[src/rtl/approx_error_monitor.sv]
// Error-statistics stage for the 8x8 approximate multiplier: three-stage pipeline
// (capture, error distance, accumulate) controlled by an IDLE/RUN/DRAIN/DONE FSM.
module approx_error_monitor #(
  parameter int N_SAMPLES = 256,
  parameter int ACC_W     = 32
) (
  input  logic             clk,
  input  logic             rst_n,
  input  logic             start,
  input  logic             in_valid,
  output logic             in_ready,
  input  logic [7:0]       a,
  input  logic [7:0]       b,
  input  logic [15:0]      r,
  output logic             busy,
  output logic             res_valid,
  input  logic             res_ready,
  output logic [ACC_W-1:0] ed_sum,
  output logic [15:0]      ed_max,
  output logic [15:0]      err_cnt
);

  typedef enum logic [1:0] {
    IDLE  = 2'd0,
    RUN   = 2'd1,
    DRAIN = 2'd2,
    DONE  = 2'd3
  } state_t;

  localparam logic [15:0] N_LIM = 16'(N_SAMPLES);

  state_t             state_r, state_s;
  logic [15:0]        cnt_r;
  logic               accept_s, clear_s;
  logic [7:0]         a1_r, b1_r;
  logic [15:0]        r1_r;
  logic               v1_r;
  logic [15:0]        exact_s;
  logic [16:0]        diff_s, neg_s;
  logic [15:0]        ed_s;
  logic [15:0]        ed2_r;
  logic               nz2_r, v2_r;
  logic [ACC_W:0]     sum_ext_s;
  logic [ACC_W-1:0]   sum_r, sum_s;
  logic [15:0]        max_r, max_s, errc_r, errc_s;

  assign accept_s = in_valid && in_ready;
  assign clear_s  = (state_r == IDLE) && start;

  // State register
  always_ff @(posedge clk or negedge rst_n) begin
    if (!rst_n) state_r <= IDLE;
    else        state_r <= state_s;
  end

  // Next-state logic
  always_comb begin
    state_s = state_r;
    case (state_r)
      IDLE:    if (start) state_s = RUN; else state_s = IDLE;
      RUN:     if (cnt_r == N_LIM) state_s = DRAIN; else state_s = RUN;
      DRAIN:   if (!v1_r && !v2_r) state_s = DONE; else state_s = DRAIN;
      DONE:    if (res_ready) state_s = IDLE; else state_s = DONE;
      default: state_s = IDLE;
    endcase
  end

  // Output decode from the state register and accept counter
  always_comb begin
    in_ready  = 1'b0;
    busy      = 1'b0;
    res_valid = 1'b0;
    case (state_r)
      IDLE:    begin end
      RUN:     begin busy = 1'b1; in_ready = (cnt_r < N_LIM); end
      DRAIN:   busy = 1'b1;
      DONE:    res_valid = 1'b1;
      default: begin end
    endcase
  end

  // Accepted-sample counter, cleared at run start
  always_ff @(posedge clk or negedge rst_n) begin
    if (!rst_n)        cnt_r <= 16'd0;
    else if (clear_s)  cnt_r <= 16'd0;
    else if (accept_s) cnt_r <= cnt_r + 16'd1;
    else               cnt_r <= cnt_r;
  end

  // S1: capture accepted operands
  always_ff @(posedge clk or negedge rst_n) begin
    if (!rst_n) begin
      a1_r <= 8'd0; b1_r <= 8'd0; r1_r <= 16'd0; v1_r <= 1'b0;
    end else if (clear_s) begin
      v1_r <= 1'b0;
    end else begin
      v1_r <= accept_s;
      if (accept_s) begin
        a1_r <= a; b1_r <= b; r1_r <= r;
      end
    end
  end

  // S2 datapath: the 17-bit signed difference keeps both error signs; |diff| fits 16 bits
  always_comb begin
    exact_s = {8'd0, a1_r} * {8'd0, b1_r};
    diff_s  = {1'b0, exact_s} - {1'b0, r1_r};
    neg_s   = 17'd0 - diff_s;
    if (diff_s[16]) ed_s = neg_s[15:0];
    else            ed_s = diff_s[15:0];
  end

  // S2 register: error distance and nonzero flag
  always_ff @(posedge clk or negedge rst_n) begin
    if (!rst_n) begin
      ed2_r <= 16'd0; nz2_r <= 1'b0; v2_r <= 1'b0;
    end else if (clear_s) begin
      v2_r <= 1'b0;
    end else begin
      v2_r  <= v1_r;
      ed2_r <= ed_s;
      nz2_r <= (ed_s != 16'd0);
    end
  end

  // S3 next values with saturation
  always_comb begin
    sum_ext_s = {1'b0, sum_r} + {{(ACC_W-15){1'b0}}, ed2_r};
    if (sum_ext_s[ACC_W]) sum_s = {ACC_W{1'b1}};
    else                  sum_s = sum_ext_s[ACC_W-1:0];
    if (ed2_r > max_r) max_s = ed2_r;
    else               max_s = max_r;
    if (nz2_r && (errc_r != 16'hFFFF)) errc_s = errc_r + 16'd1;
    else                               errc_s = errc_r;
  end

  // S3 accumulators
  always_ff @(posedge clk or negedge rst_n) begin
    if (!rst_n) begin
      sum_r <= {ACC_W{1'b0}}; max_r <= 16'd0; errc_r <= 16'd0;
    end else if (clear_s) begin
      sum_r <= {ACC_W{1'b0}}; max_r <= 16'd0; errc_r <= 16'd0;
    end else if (v2_r) begin
      sum_r <= sum_s; max_r <= max_s; errc_r <= errc_s;
    end
  end

  assign ed_sum  = sum_r;
  assign ed_max  = max_r;
  assign err_cnt = errc_r;

endmodule

[config.mk]
export PLATFORM = sky130hd
export DESIGN_NAME = approx_error_monitor
export DESIGN_NICKNAME = d
export VERILOG_FILES = /design/src/rtl/approx_error_monitor.sv
export SDC_FILE = /design/constraint.sdc
export NUM_CORES = 1
export LEC_CHECK = 0
export CAP_MARGIN = 20
export CORE_UTILIZATION = 50
export CTS_CLUSTER_SIZE = 10
export DETAILED_ROUTE_END_ITERATION = 16
export GPL_TIMING_DRIVEN = 0
export HOLD_SLACK_MARGIN = 0.02
export PLACE_DENSITY_LB_ADDON = 0.08
export SYNTH_ARGS = -nofsm -noshare
export SYNTH_HDL_FRONTEND = slang
export SYNTH_SLANG_ARGS = --single-unit
[constraint.sdc]
create_clock -name clk -period 8.3 [get_ports clk]
set_input_delay 2.49 -clock clk [delete_from_list [all_inputs] [get_ports clk]]
set_output_delay 2.49 -clock clk [all_outputs]
set_load 0.01 [all_outputs]
==> impl_metrics.env <==
export IMPL_drtIter0Drc=259
export IMPL_synth_distinct_cells=72
export IMPL_syn_to_final_growth_pct=19.6
export IMPL_drt_wl_total_um=23000
export IMPL_rsz0062_at_grt="no"
export IMPL_clk_pin_slew_ps=60
export IMPL_dieArea_um2=20600
export IMPL_fin_cells=1475
export IMPL_period_minus_slack_ps=6440
export IMPL_io_pins=104
export IMPL_post_place_ws_ps=1860
export IMPL_total_power_mw=5.63
export IMPL_irDropWorstVdd_v=0.000257
export IMPL_gr_total_overflow=0
export IMPL_synth_main_ff_cell="dfrtp_1"
export IMPL_grt_total_usage_pct=24.2
export IMPL_synth_top_area_share_pct=33.3
export IMPL_drc_errors=0
export IMPL_worstHoldPathType="register to register"
export IMPL_core_um2=19500
export IMPL_placed_cell_area_um2=11400
export IMPL_syn_mean_instance_area_um2=9.31
export IMPL_synth_top_family_by_area="adder cells"
export IMPL_die_y_um=143
export IMPL_end_kind="register"
export IMPL_numClockSinks=133
export IMPL_synth_largest_area_cell="dfrtp_1"
export IMPL_final_area_um2=12000
export IMPL_fillerInstances=1770
export IMPL_dr_pass1_iters=4
export IMPL_holdWs_ps=489
export IMPL_drive_gt1_share_pct=6.28
export IMPL_synthSimpleGateAreaFrac_pct=17.0
export IMPL_cts_tree="done"
export IMPL_clk_latency_ps=430
export IMPL_synth_area_leaders="dfrtp_1 (33%), ha_1 (10%), fa_1 (10%), inv_1 (4.8%), and2_1 (3.6%)"
export IMPL_ys_ff_latch=133
export IMPL_drv_cap=0
export IMPL_fin_skew_ps=10.5
export IMPL_syn_area_um2=10000
export IMPL_ant_nets=0
export IMPL_crit_type="register to register"
export IMPL_die_w_um=143
export IMPL_arrival_ps=6750
export IMPL_cts_path_max_buffers=2
export IMPL_vias=7854
export IMPL_first_global_vias=7821
export IMPL_powerDensity_nw_per_um2=471
export IMPL_synth_compound_area_share_pct=13.0
export IMPL_initial_utilization_pct=51.2
export IMPL_syn_nets=1245
export IMPL_h_tree_depth=4
export IMPL_port_buffers=103
export IMPL_synthAdderAreaFrac_pct=20.6
export IMPL_period_share_pct=77.5
export IMPL_setup_ws_ps=1860
export IMPL_wire_per_inst_um=15.6
export IMPL_slew_headroom_pct=41.5
export IMPL_crit_fanout=9
export IMPL_yosysSeqAreaShare_pct=33.3
export IMPL_grt_max_degree=83
export IMPL_hold_violations=0
export IMPL_p_leak_nw=5.57
export IMPL_syn_inst=1074
export IMPL_yosys_warnings=0
export IMPL_place_hpwl_um=18000
export IMPL_hold_buffers=0
export IMPL_post_cts_buffers=0
export IMPL_nets=1368
export IMPL_dp_cells=1443
export IMPL_cts_resized=0
export IMPL_antenna_found_initial=0
export IMPL_post_route_util_pct=61.2
export IMPL_grt_first_pass_wirelength_um=38800
export IMPL_cp_required_ps=8620
export IMPL_diodes=0
export IMPL_drv_slew=0
export IMPL_synth_edf_count=0
export IMPL_setup_violations=0
export IMPL_worst_pin_slew_ps=878
export IMPL_cts_root_buf="clkbuf_16"
export IMPL_synth_xor_area_share_pct=5.17
export IMPL_fmax_mhz=155
export IMPL_numCtsBuffers=17
export IMPL_drt_vias_per_instance=5.32
export IMPL_async_flop_share_pct=100
export IMPL_tns_ps=0
export IMPL_num_rows=51
export IMPL_status="finished, final reports clean"
export IMPL_place_gp_congestion=0.923
export IMPL_critPathLaunchType="register"
export IMPL_synth_mux_area_share_pct=4.59
-- sequential cells by signal, indices dropped and copies added, names as in the netlist --
register  flops
r1_r         16
err_cnt      16
cnt_r        16
ed_sum       32
v1_r          1
nz2_r         1
a1_r          8
v2_r          1
state_r       2
b1_r          8
ed_max       16
ed2_r        16
-- final timing paths --
path                           start         end  slack (ps)  depth (start not counted)
max in group asynchronous      rst_n     r1_r[7]        5530                          2
setup reg to reg             b1_r[2]       nz2_r        1860                         21
setup / recovery             b1_r[2]       nz2_r        1860                         21
hold / removal             cnt_r[15]   cnt_r[15]         490                          1
hold reg to reg            cnt_r[15]   cnt_r[15]         490                          1
min in group asynchronous      rst_n  ed_sum[12]        2000                          1
-- area by class of cell --
class                           count  area, um^2  share of cell area [%]
Clock inverter                     15         139                    1.16
Timing Repair Buffer              104        1060                    8.87
Inverter                          128         480                    4.02
Multi-Input combinational cell    781        6040                    50.6
Clock buffer                       17         425                    3.56
Buffer                             32         144                    1.20
Sequential cell                   133        3330                    27.8
Tap cell                          265         332                    2.77
-- kinds of logic (layout without fill, tap and decap cells) --
group,Yosys count,in the layout
fa+ha+maj,134,134
simple gates,342,342
xor+xnor,59,59
compound gates,203,203
buf+inv,160,296
flops,133,133
mux,43,43
-- critical path, stage by stage, from the launching register on --
cell and delay [ps]:
dfrtp_1 330, clkbuf_1 340, nand2_1 140, fa_1 540, inv_1 50, fa_1 470
fa_1 490, inv_1 50, fa_1 530, inv_1 40, ha_1 290, buf_6 140
and3_4 170, a221oi_2 570, mux2_2 400, nor3_1 200, nor2_1 130, or4_4 560
mux2i_1 160, nand3_1 90, a2111o_1 430, o21ba_1 190
-- cell usage in the layout (no fill, tap or decap), types with 5 or more instances in the layout --
cell type	count
o21a_1	11
a211oi_1	12
o21ai_0	55
clkbuf_1	28
inv_1	128
fa_1	51
a31oi_1	17
dfrtp_1	133
xnor2_1	30
a21oi_1	53
and2_1	58
a21o_1	13
nand3_1	17
nor3_1	19
or2_2	6
mux2_2	23
and3_1	18
xor2_1	29
nand4_1	13
clkdlybuf4s50_1	102
ha_1	83
nor2_1	92
clkinv_4	5
mux2i_1	20
clkbuf_16	17
nand2_1	81
nor2b_1	10
-- layer usage --
metal	track usage (%)	vias to the layer above	wire, um
met5	0	-	0
met4	7.17	0	408
met3	3.53	22	667
met2	43.5	132	11700
met1	30.1	3816	10200
li1	-	3884	-
-- synthesized netlist by cell type, types with 4 or more instances --
master / instances
nand4_1: 13
a211oi_1: 12
nor3b_1: 4
or3_1: 4
o21a_1: 11
mux2i_1: 20
inv_1: 128
o21ai_0: 55
dfrtp_1: 133
a31oi_1: 17
mux2_2: 23
ha_1: 83
or2_2: 6
and3_1: 18
a21oi_1: 53
nor3_1: 19
nand2_1: 81
a21o_1: 13
nand3_1: 17
and2_1: 58
nor2b_1: 10
clkbuf_1: 28
fa_1: 51
nor2_1: 92
xnor2_1: 30
xor2_1: 29
-- power breakdown --
group,internal [mW],switching (mW)
Clock,0.395,0.335
Combinational,1.70,2.10
Sequential,0.872,0.231
No activity file was read; power rests on OpenSTA's default activity.
